File: src/rtl/slfifo_sched_pkg.sv
// Shared definitions for the FX3 slave-FIFO sequencer: endpoint address codes,
// sequencer states and local channel identifiers.
package slfifo_sched_pkg;

  localparam logic [1:0] AD_DF2U = 2'b00;
  localparam logic [1:0] AD_CU2F = 2'b01;
  localparam logic [1:0] AD_DU2F = 2'b11;

  localparam int CNT_W = 16;

  typedef enum logic [2:0] {
    ST_IDLE  = 3'd0,
    ST_ADDR  = 3'd1,
    ST_RD    = 3'd2,
    ST_WR    = 3'd3,
    ST_DRAIN = 3'd4,
    ST_TURN  = 3'd5
  } state_t;

  typedef enum logic [1:0] {
    CH_NONE = 2'd0,
    CH_CU2F = 2'd1,
    CH_DU2F = 2'd2,
    CH_DF2U = 2'd3
  } chan_t;

  function automatic logic [1:0] chan_ad(input chan_t ch);
    case (ch)
      CH_CU2F: return AD_CU2F;
      CH_DU2F: return AD_DU2F;
      default: return AD_DF2U;
    endcase
  endfunction

endpackage

File: src/rtl/slfifo_rr_arb.sv
// Channel arbiter: command-in has fixed priority, data-in and data-out share a
// round-robin pointer that only moves when one of their bursts completes.
module slfifo_rr_arb
  import slfifo_sched_pkg::*;
(
  input  logic  clk,
  input  logic  rst,
  input  logic  req_c,
  input  logic  req_d,
  input  logic  req_w,
  input  logic  sample,
  input  logic  done,
  output logic  gnt_valid,
  output chan_t gnt_chan
);

  logic  favor_w_reg;
  chan_t owner_reg;

  always_comb begin
    gnt_chan = CH_NONE;
    if (req_c)
      gnt_chan = CH_CU2F;
    else if (req_d && req_w)
      gnt_chan = favor_w_reg ? CH_DF2U : CH_DU2F;
    else if (req_d)
      gnt_chan = CH_DU2F;
    else if (req_w)
      gnt_chan = CH_DF2U;
    gnt_valid = sample && (gnt_chan != CH_NONE);
  end

  // The pointer favours whichever of D/W did not own the burst just finished.
  always_ff @(posedge clk or posedge rst) begin
    if (rst) begin
      favor_w_reg <= 1'b0;
      owner_reg   <= CH_NONE;
    end else begin
      if (gnt_valid)
        owner_reg <= gnt_chan;
      if (done) begin
        if (owner_reg == CH_DU2F)
          favor_w_reg <= 1'b1;
        else if (owner_reg == CH_DF2U)
          favor_w_reg <= 1'b0;
      end
    end
  end

endmodule

File: src/rtl/slfifo_sched.sv
// FX3 synchronous slave-FIFO sequencer: grants the SL bus to CU2F/DU2F (reads)
// or DF2U (writes) one burst at a time and moves words to/from the local FIFOs.
module slfifo_sched
  import slfifo_sched_pkg::*;
#(
  parameter int BURST   = 16,
  parameter int RD_LAT  = 2,
  parameter int AD_WAIT = 1,
  parameter int TURN    = 1
) (
  input  logic        SYS_CLK,
  input  logic        SYS_RST,
  input  logic        SL_FLAGA,
  input  logic        SL_FLAGB,
  input  logic        SL_FLAGC,
  output logic        SL_CS_N,
  output logic        SL_RD_N,
  output logic        SL_OE_N,
  output logic        SL_WR_N,
  output logic        SL_PKTEND_N,
  output logic [1:0]  SL_AD,
  input  logic [31:0] SL_DT_I,
  output logic [31:0] SL_DT_O,
  output logic        SL_DT_T,
  input  logic [15:0] cu2f_room,
  output logic        cu2f_wr,
  output logic [31:0] cu2f_wdata,
  input  logic [15:0] du2f_room,
  output logic        du2f_wr,
  output logic [31:0] du2f_wdata,
  input  logic [15:0] df2u_items,
  input  logic [31:0] df2u_rdata,
  output logic        df2u_rd,
  input  logic        df2u_flush
);

  if (BURST < 1 || BURST > 65535) begin : g_chk_burst
    $error("slfifo_sched: BURST must be in 1..65535");
  end
  if (RD_LAT < 1 || AD_WAIT < 0 || TURN < 1) begin : g_chk_timing
    $error("slfifo_sched: need RD_LAT>=1, AD_WAIT>=0, TURN>=1");
  end

  localparam logic [CNT_W-1:0] BURST_W    = CNT_W'(BURST);
  localparam logic [CNT_W-1:0] BURST_LAST = CNT_W'(BURST - 1);
  localparam logic [CNT_W-1:0] AD_LAST    = CNT_W'((AD_WAIT > 0) ? AD_WAIT - 1 : 0);
  localparam logic [CNT_W-1:0] LAT_LAST   = CNT_W'(RD_LAT - 1);
  localparam logic [CNT_W-1:0] TURN_LAST  = CNT_W'(TURN - 1);

  state_t            state_reg, state_next;
  logic [CNT_W-1:0]  cnt_reg, cnt_next;
  chan_t             chan_reg;
  logic [1:0]        ad_reg;
  logic [CNT_W-1:0]  wr_len_reg;
  logic              pkt_end_reg;
  logic              cs_n_reg;
  logic [RD_LAT-1:0] strobe_sr_reg;
  logic              push_reg;
  logic [31:0]       dt_reg;

  logic  elig_c, elig_d, elig_w, short_w;
  logic  sample, done, gnt_valid, wr_last;
  chan_t gnt_chan;

  assign short_w = df2u_items < BURST_W;
  assign elig_c  = SL_FLAGB && (cu2f_room >= BURST_W);
  assign elig_d  = SL_FLAGC && (du2f_room >= BURST_W);
  assign elig_w  = SL_FLAGA && (!short_w || (df2u_flush && (df2u_items != '0)));

  slfifo_rr_arb u_arb (
    .clk       (SYS_CLK),
    .rst       (SYS_RST),
    .req_c     (elig_c),
    .req_d     (elig_d),
    .req_w     (elig_w),
    .sample    (sample),
    .done      (done),
    .gnt_valid (gnt_valid),
    .gnt_chan  (gnt_chan)
  );

  always_comb begin
    state_next = state_reg;
    cnt_next   = cnt_reg + CNT_W'(1);
    sample     = 1'b0;
    done       = 1'b0;
    case (state_reg)
      ST_IDLE: begin
        cnt_next = '0;
        sample   = 1'b1;
        if (gnt_valid) begin
          // With no address setup time the strobe phase follows the grant directly.
          if (AD_WAIT == 0)
            state_next = (gnt_chan == CH_DF2U) ? ST_WR : ST_RD;
          else
            state_next = ST_ADDR;
        end
      end
      ST_ADDR: begin
        if (cnt_reg == AD_LAST) begin
          cnt_next   = '0;
          state_next = (chan_reg == CH_DF2U) ? ST_WR : ST_RD;
        end
      end
      ST_RD: begin
        if (cnt_reg == BURST_LAST) begin
          cnt_next   = '0;
          state_next = ST_DRAIN;
        end
      end
      ST_DRAIN: begin
        if (cnt_reg == LAT_LAST) begin
          cnt_next   = '0;
          state_next = ST_TURN;
        end
      end
      ST_WR: begin
        if (wr_last) begin
          cnt_next   = '0;
          state_next = ST_TURN;
        end
      end
      ST_TURN: begin
        if (cnt_reg == TURN_LAST) begin
          cnt_next   = '0;
          state_next = ST_IDLE;
          done       = 1'b1;
        end
      end
      default: begin
        cnt_next   = '0;
        state_next = ST_IDLE;
      end
    endcase
  end

  always_ff @(posedge SYS_CLK or posedge SYS_RST) begin
    if (SYS_RST) begin
      state_reg <= ST_IDLE;
      cnt_reg   <= '0;
      cs_n_reg  <= 1'b1;
    end else begin
      state_reg <= state_next;
      cnt_reg   <= cnt_next;
      cs_n_reg  <= 1'b0;
    end
  end

  // Burst parameters are frozen at grant so later flag/level changes cannot cut a burst.
  always_ff @(posedge SYS_CLK or posedge SYS_RST) begin
    if (SYS_RST) begin
      chan_reg    <= CH_NONE;
      ad_reg      <= AD_DF2U;
      wr_len_reg  <= '0;
      pkt_end_reg <= 1'b0;
    end else if (gnt_valid) begin
      chan_reg    <= gnt_chan;
      ad_reg      <= chan_ad(gnt_chan);
      wr_len_reg  <= short_w ? df2u_items : BURST_W;
      pkt_end_reg <= short_w || (df2u_flush && (df2u_items == BURST_W));
    end
  end

  // Read strobes are delayed RD_LAT cycles to meet the FX3 data, which is then
  // registered, so each push lands RD_LAT+1 cycles after its strobe.
  always_ff @(posedge SYS_CLK or posedge SYS_RST) begin
    if (SYS_RST) begin
      strobe_sr_reg <= '0;
      push_reg      <= 1'b0;
      dt_reg        <= '0;
    end else begin
      strobe_sr_reg[0] <= (state_reg == ST_RD);
      for (int i = 1; i < RD_LAT; i++)
        strobe_sr_reg[i] <= strobe_sr_reg[i-1];
      push_reg <= strobe_sr_reg[RD_LAT-1];
      if (strobe_sr_reg[RD_LAT-1])
        dt_reg <= SL_DT_I;
    end
  end

  assign wr_last     = (cnt_reg == wr_len_reg - CNT_W'(1));
  assign SL_CS_N     = cs_n_reg;
  assign SL_RD_N     = (state_reg != ST_RD);
  assign SL_OE_N     = (state_reg != ST_RD);
  assign SL_WR_N     = (state_reg != ST_WR);
  assign SL_PKTEND_N = !((state_reg == ST_WR) && pkt_end_reg && wr_last);
  assign SL_AD       = ad_reg;
  assign SL_DT_T     = (state_reg != ST_WR);
  assign SL_DT_O     = (state_reg == ST_WR) ? df2u_rdata : '0;
  assign df2u_rd     = (state_reg == ST_WR);
  assign cu2f_wr     = push_reg && (chan_reg == CH_CU2F);
  assign du2f_wr     = push_reg && (chan_reg == CH_DU2F);
  assign cu2f_wdata  = dt_reg;
  assign du2f_wdata  = dt_reg;

endmodule

File: config.mk
export PLATFORM = sky130hd
export DESIGN_NAME = slfifo_sched
export DESIGN_NICKNAME = d
export VERILOG_FILES = /design/src/rtl/slfifo_sched_pkg.sv /design/src/rtl/slfifo_rr_arb.sv /design/src/rtl/slfifo_sched.sv
export SDC_FILE = /design/constraint.sdc
export NUM_CORES = 1
export LEC_CHECK = 0
export ABC_AREA = 1
export CAP_MARGIN = 0
export CORE_MARGIN = 4
export CORE_UTILIZATION = 40
export CTS_CLUSTER_SIZE = 25
export DETAILED_ROUTE_END_ITERATION = 8
export PLACE_DENSITY = 0.79
export SYNTH_ARGS = -nofsm -noshare
export SYNTH_HDL_FRONTEND = slang
export SYNTH_SLANG_ARGS = --single-unit
File: constraint.sdc
create_clock -name SYS_CLK -period 2.8 [get_ports SYS_CLK]
set_input_delay 0.42 -clock SYS_CLK [delete_from_list [all_inputs] [get_ports SYS_CLK]]
set_output_delay 0.42 -clock SYS_CLK [all_outputs]
set_load 0.05 [all_outputs]
==> results of run 1 <==
==> metrics by stage <==
step / area [sq um] / power (mW) / TNS [ps] / setup WS (ps) / hold slack, ps
floorplan: 4720 / 4.95 / -1020 / -114 / 331
global placement: 7130 / 6.22 / 0 / 45.8 / 344
detailed placement: 7130 / 6.32 / -305 / -113 / 338
CTS: 7460 / 7.55 / 0 / 27.2 / 362
global route: 7530 / 7.79 / -8.70 / -8.70 / 381
finish: 7530 / 7.48 / 0 / 188 / 356
==> how the worst min path moves through the flow <==
stage / slack, ps / endpoint / cells past startpoint
floorplan: 330 / strobe_sr_reg[1] / 0
global placement: 340 / strobe_sr_reg[1] / 0
detailed placement: 340 / strobe_sr_reg[1] / 0
CTS: 360 / strobe_sr_reg[1] / 0
global route: 380 / strobe_sr_reg[1] / 0
finish: 360 / strobe_sr_reg[1] / 0
==> cell families after synthesis <==
logic type,after synthesis,synth area share
and+or+nand+nor,280,0.269
DFF,77,0.411
xor gates and xnor gates,23,0.0429
muxes,32,0.0768
other,1,0.000799
AOI/OAI and AO/OA,30,0.0352
buffers and inverters,145,0.148
adders and majority gates,6,0.0160
==> layout make-up <==
cell class,instances,area [sq um],share of cell area
inverters,100,378,0.0502
flip-flops and latches,77,1930,0.256
repair buffers,230,2600,0.345
clock buffers,9,225,0.0299
multi-input cells,372,2130,0.284
well taps,143,179,0.0238
clock inverters,7,87.6,0.0116
==> critical path: stages, from the launching register on <==
cell      delay, ps
dfrtp_1         390
inv_1           150
ha_4            180
nand3_4         110
nor2_4          180
a21boi_2        170
o21ai_0         100
nor2_1          110
nand3_1          90
nor2_1           90
nand4_1         110
buf_6           190
==> cells in the final DEF, fill, tap and decap left out, drive strengths merged <==
cell	count
mux2	32
inv	105
clkinv	1
bufinv	1
a21oi	6
xnor2	11
and3	1
nand2	112
nand4	14
buf	49
nor3	10
a31o	1
xor2	12
nand3b	4
a31oi	2
conb	1
ha	6
a221oi	1
a21boi	1
or2	1
o21a	1
dfrtp	76
and2	1
clkdlybuf4s50	181
nor2	103
clkbuf	9
nand3	25
dfstp	1
nor4	9
o21ai	18
==> cells in the mapped netlist (3+ instances only) <==
cell	instances	share of area
nand4_1	14	0.019
xnor2_1	11	0.021
inv_2	3	0.0024
nor4_1	9	0.012
o21ai_0	17	0.018
a21oi_1	6	0.0064
nand3b_1	4	0.0064
inv_1	95	0.076
nand3_1	24	0.026
nor3_1	8	0.0085
nor2_2	14	0.019
clkbuf_1	5	0.0040
nand2_1	107	0.086
mux2_2	32	0.077
buf_4	34	0.054
nor2_1	87	0.070
nand2_2	4	0.0053
buf_1	3	0.0024
xor2_1	12	0.022
dfrtp_1	76	0.41
ha_1	6	0.016
==> power groups by stage <==
stage                     sequential [mW]  clock [mW]  combinational [mW]
final                                1.70        1.20                4.58
after global routing                 1.76        1.27                4.76
after CTS                            1.71        1.23                4.61
after detailed placement             1.72           0                4.60
after global placement               1.70           0                4.53
after floorplan                      2.54           0                2.41
==> layer usage <==
metal / track usage / part of all wire
met5: 0 / 0
met4: 0.0634 / 0.020
met3: 0.0404 / 0.051
met2: 0.373 / 0.55
met1: 0.244 / 0.37
==> timing repair <==
item	CTS	global route
endpoints found under the setup margin	1	1
setup buffers	2	3
resized for setup	0	12
pin swaps	1	1
==> out/qor.yml, run 1 <==
run_status:
  status: "finished, final reports clean"
clocking:
  clk_pin_slew_worst_paths_ps: 60
  numCtsBuffers: 9
  cts_tree: "done"
  cts_max_level: 3
  clkLatencyLatePin_ps: 330
  cts_hold_buf: 0
  ctsRootBufferMaster: "clkbuf_16"
  clock-sinks: 77
  max-clock-path-buffers: 2
logic_synthesis:
  postSynth.asyncResetShare: 1.00
  ys_types: 42
  synthCells: 594
  ys_warn_count: 0
  synth_edf_count: 0
  synth_nets: 718
  seq_area_frac_synth: 0.411
  ys_seq_elements: 77
  synth_area_sq_um: 4690
  synth_flop_cell: "dfrtp_1"
  syn-mean-instance-area_sq_um: 7.90
drt:
  wl_per_cell_um: 14.7
  num_vias: 4534
  drtAntennaViolNets: 0
  drc: 0
  wirelength_um: 13800
  drt_pre_antenna_iters: 4
  vias_per_cell: 4.83
  dr.first_iter.drc_count: 234
layout:
  utilization: 0.657
  nFillCells: 895
  drive_gt1_frac: 0.184
  fin_nets: 914
  synthToLayoutAreaGrowth_pct: 60.5
  diodes: 0
  largest_register_ffs: 32
  final_cells: 938
grt:
  grtUsageTotal: 0.205
  grt_pass1_wl_um: 22200
  first_global_vias: 4708
  grt_remaining_overflow: 0
  grt_start_max_net_pins: 53
  antenna_found_initial: 0
sta:
  clock_skew_ps: 5.87
  slew_headroom: 0.621
  setup_viol: 0
  finalCritPeriodShare: 0.933
  finalHoldViolCount: 0
  layout_min_cycle_time_ps: 2610
  slew_viol_final: 0
  worst_pin_slew_ps: 566
  max_freq_mhz: 383
floorplanning:
  core_sq_um: 11500
  start_util: 0.409
  io_pins: 225
  die-area_sq_um: 13500
  die_w_um: 116
  die_h_um: 116
  rows: 39
pwr:
  max-vdd-ir-drop_mv: 1.03
  p_sw_mw: 3.71
  power.share.switching: 0.496
  pwr-share-comb: 0.612
  seqPwrFrac: 0.227
  p_leak_nw: 3.53
  p_clk_frac: 0.161
  internal_power_mw: 3.77
  cellPowerDensity_nw_per_um2: 994
critical_path:
  r2r_setup_slack_ps: 380
  criticalPathCategory: "reg2out"
  critPathLaunchType: "flip-flop"
  cp.required_ps: 2380
  reg2reg_from: "wr_len_reg[1]"
  reg2reg_to: "cnt_reg[14]"
  critPathLaunch: "wr_len_reg[1]"
  r2r_cells: 16
  critPathCaptureType: "primary output"
  critPathMaxFanout: 5
  crit_end: "SL_PKTEND_N"
  crit_arrival_ps: 2190
placed_design:
  placed_cells: 917
  numPortBuffers: 216
  gp_congestion: 0.871
  dpl.hpwl_um: 11100
job:
  cap_viol_max_count: 0
hold_path:
  min-delay-start: "strobe_sr_reg[0]"
  min_path_type: "reg2reg"
(Power assumes the default switching activity.)
==> inputs of run 2 (changes only) <==
Settings changed: GPL_TIMING_DRIVEN set to 0.
==> run 2 against run 1 <==
Against the previous run:
- setup slack worse by 180 ps
- cell area is 3.1% lower
- first-iteration DRC count decreased by 2.1%
- register-to-register slack worse by 20 ps
- utilization shrank 2.1 points
- critical path depth shrank 2
- worst hold slack better by 7.4 ps
- non-clock buffer count is 36 higher
- critical path type unchanged
- critical endpoint unchanged
- largest power group unchanged
- highest routed layer unchanged
==> out/qor.yml, run 2 (synthesized netlist as in run 1, its figures left out) <==
critical_path:
  cp_slowest_stage_delay_ps: 400  # about the same
  criticalPathCategory: "reg2out"
  critPathLaunchType: "flip-flop"
  cpMaxStageDelayCell: "dfrtp_1"
  crit_top_cell: "nand4_1"
  cp.required_ps: 2380  # about the same
  crit_chain: "inv_1 -> ha_1 -> nand3_2 -> nor2_4 -> buf_4 -> nand4_1 -> a221oi_1 -> nand4_1 -> buf_2"
  crit_arrival_ps: 2380  # +190 ps
  critPathCaptureType: "primary output"
  critPathMaxFanout: 5  # unchanged
pwr:
  max-vdd-ir-drop_mv: 1.10  # +6.2%
  p_leak_nw: 3.57  # +1.3%
  finalPower_mw: 7.60  # +1.6%
  cellPowerDensity_nw_per_um2: 1040  # +4.9%
grt:
  antenna_found_initial: 0  # unchanged
  grtUsageTotal: 0.207  # +0.00153
  grt_remaining_overflow: 0  # unchanged
  first_global_vias: 4785  # +1.6%
  grt_start_max_net_pins: 41  # -23%
  grt_pass1_wl_um: 22500  # +1.4%
drt:
  met1_length_um: 5490  # +6.1%
  met3_wirelength_um: 738  # +5.4%
  drt_pre_antenna_iters: 5  # +1
  drtAntennaViolNets: 0  # unchanged
  num_vias: 4537  # +0.066%
  dr.first_iter.drc_count: 229  # -2.1%
  wl_per_cell_um: 14.1  # -4.0%
  wirelength_um: 13800  # -0.35%
  vias_per_cell: 4.66  # -3.6%
  top_layer_used: "met4"
  drc: 0  # unchanged
  met2_length_um: 7490  # -2.3%
clocking:
  max-clock-path-buffers: 2  # unchanged
  clock-sinks: 77  # unchanged
  cts_tree: "done"
  clk_pin_slew_worst_paths_ps: 60  # about the same
  numCtsBuffers: 9  # unchanged
  cts_max_level: 3  # unchanged
  clkLatencyLatePin_ps: 330  # about the same
  ctsRootBufferMaster: "clkbuf_16"
layout:
  diodes: 0  # unchanged
  drive_gt1_frac: 0.206  # +0.0221
  final_cells: 974  # +3.8%
  ff_latch_area_sq_um: 1930  # unchanged
  fin_nets: 950  # +3.9%
  synthToLayoutAreaGrowth_pct: 55.5
  layout_commonest_cell: "clkdlybuf4s50_1"
  nFillCells: 946  # +5.7%
  multi_input_area_sq_um: 2120  # -0.65%
  largest_register_ffs: 32  # unchanged
  layout_common_cells: "181 x clkdlybuf4s50_1, 107 x nand2_1, 94 x inv_1"
placed_design:
  dpl_worst_slack_ps: -530  # -417 ps
  numPortBuffers: 216  # unchanged
  placed_cells: 954  # +4.0%
  gp_congestion: 0.941  # +8.1%
  dpl.hpwl_um: 11200  # +0.70%
floorplanning:
  die_w_um: 116  # unchanged
  rows: 39  # unchanged
  io_pins: 225  # unchanged
  core_sq_um: 11500  # unchanged
  start_util: 0.409  # unchanged
  die_h_um: 116  # unchanged
  die-area_sq_um: 13500  # unchanged
sta:
  finalCritPeriodShare: 0.999  # +0.0655
  slew_viol_final: 0  # unchanged
  fin_ws_ps: 4.15  # -184 ps
  rsz0062_at_grt: "yes"
  whs_ps: 364  # +7.36 ps
  setup_viol: 0  # unchanged
  max_freq_mhz: 358  # -6.6%
  slew_headroom: 0.625  # +0.00328
  clock_skew_ps: 5.10  # -0.775 ps
  worst_pin_slew_ps: 563  # -3.14 ps
  finalHoldViolCount: 0  # unchanged
  layout_min_cycle_time_ps: 2800  # +184 ps
hold_path:
  min_path_type: "reg2reg"
run_status:
  status: "finished, final reports clean"
job:
  cap_viol_max_count: 0  # unchanged
run 2: metrics by stage:
stage | setup TNS, ps | instance area, sq um | util
floorplan | -1020 | 4720 | -
global placement | -67910 | 7060 | 0.615
detailed placement | -8740 | 7080 | 0.617
CTS | -179 | 7360 | 0.642
global route | -126 | 7290 | 0.636
finish | 0 | 7290 | 0.636
run 2: path summary, 6_finish.rpt:
check,startpoint,end,slack [ps],cells past startpoint
max reg2reg,wr_len_reg[0],cnt_reg[9],360,17
max,wr_len_reg[0],SL_PKTEND_N,4,9
min,strobe_sr_reg[0],strobe_sr_reg[1],360,0
min in group asynchronous,SYS_RST,cu2f_wdata[28],480,2
min reg2reg,strobe_sr_reg[0],strobe_sr_reg[1],360,0
max in group asynchronous,SYS_RST,cnt_reg[2],1740,3
run 2: cell type report:
type	instances	area share
multi-input cells	372	0.291
inverters	100	0.0523
plain buffers	45	0.0437
clock inverters	6	0.00652
clock buffers	10	0.0328
flip-flops and latches	77	0.264
repair buffers	221	0.285
well taps	143	0.0245
run 2: repair_timing:
item	in CTS	in global routing
buffers inserted	0	4
endpoints found under the setup margin	51	49
pin swaps	1	2
hold buffers	0	0
gates resized for setup	52	65
run 2: metal layers:
metal  vias to the layer above  track usage
met5                         -            0
met4                         0       0.0541
met3                         2       0.0482
met2                       113        0.373
met1                      2150        0.248
li1                       2272            -
run 2: critical path, delay by kind of cell (launching register included):
kind | cells | cell delay, ps
buffers and inverters | 3 | 530
DFF | 1 | 400
adders and majority gates | 1 | 220
and+or+nand+nor | 4 | 580
AOI/OAI and AO/OA | 1 | 320
run 2: report_power, final:
part	internal, mW	switching [mW]	leakage (nW)
combinational	1.77	3.03	2.45
clock	0.630	0.474	0.133
sequential	1.44	0.267	0.986
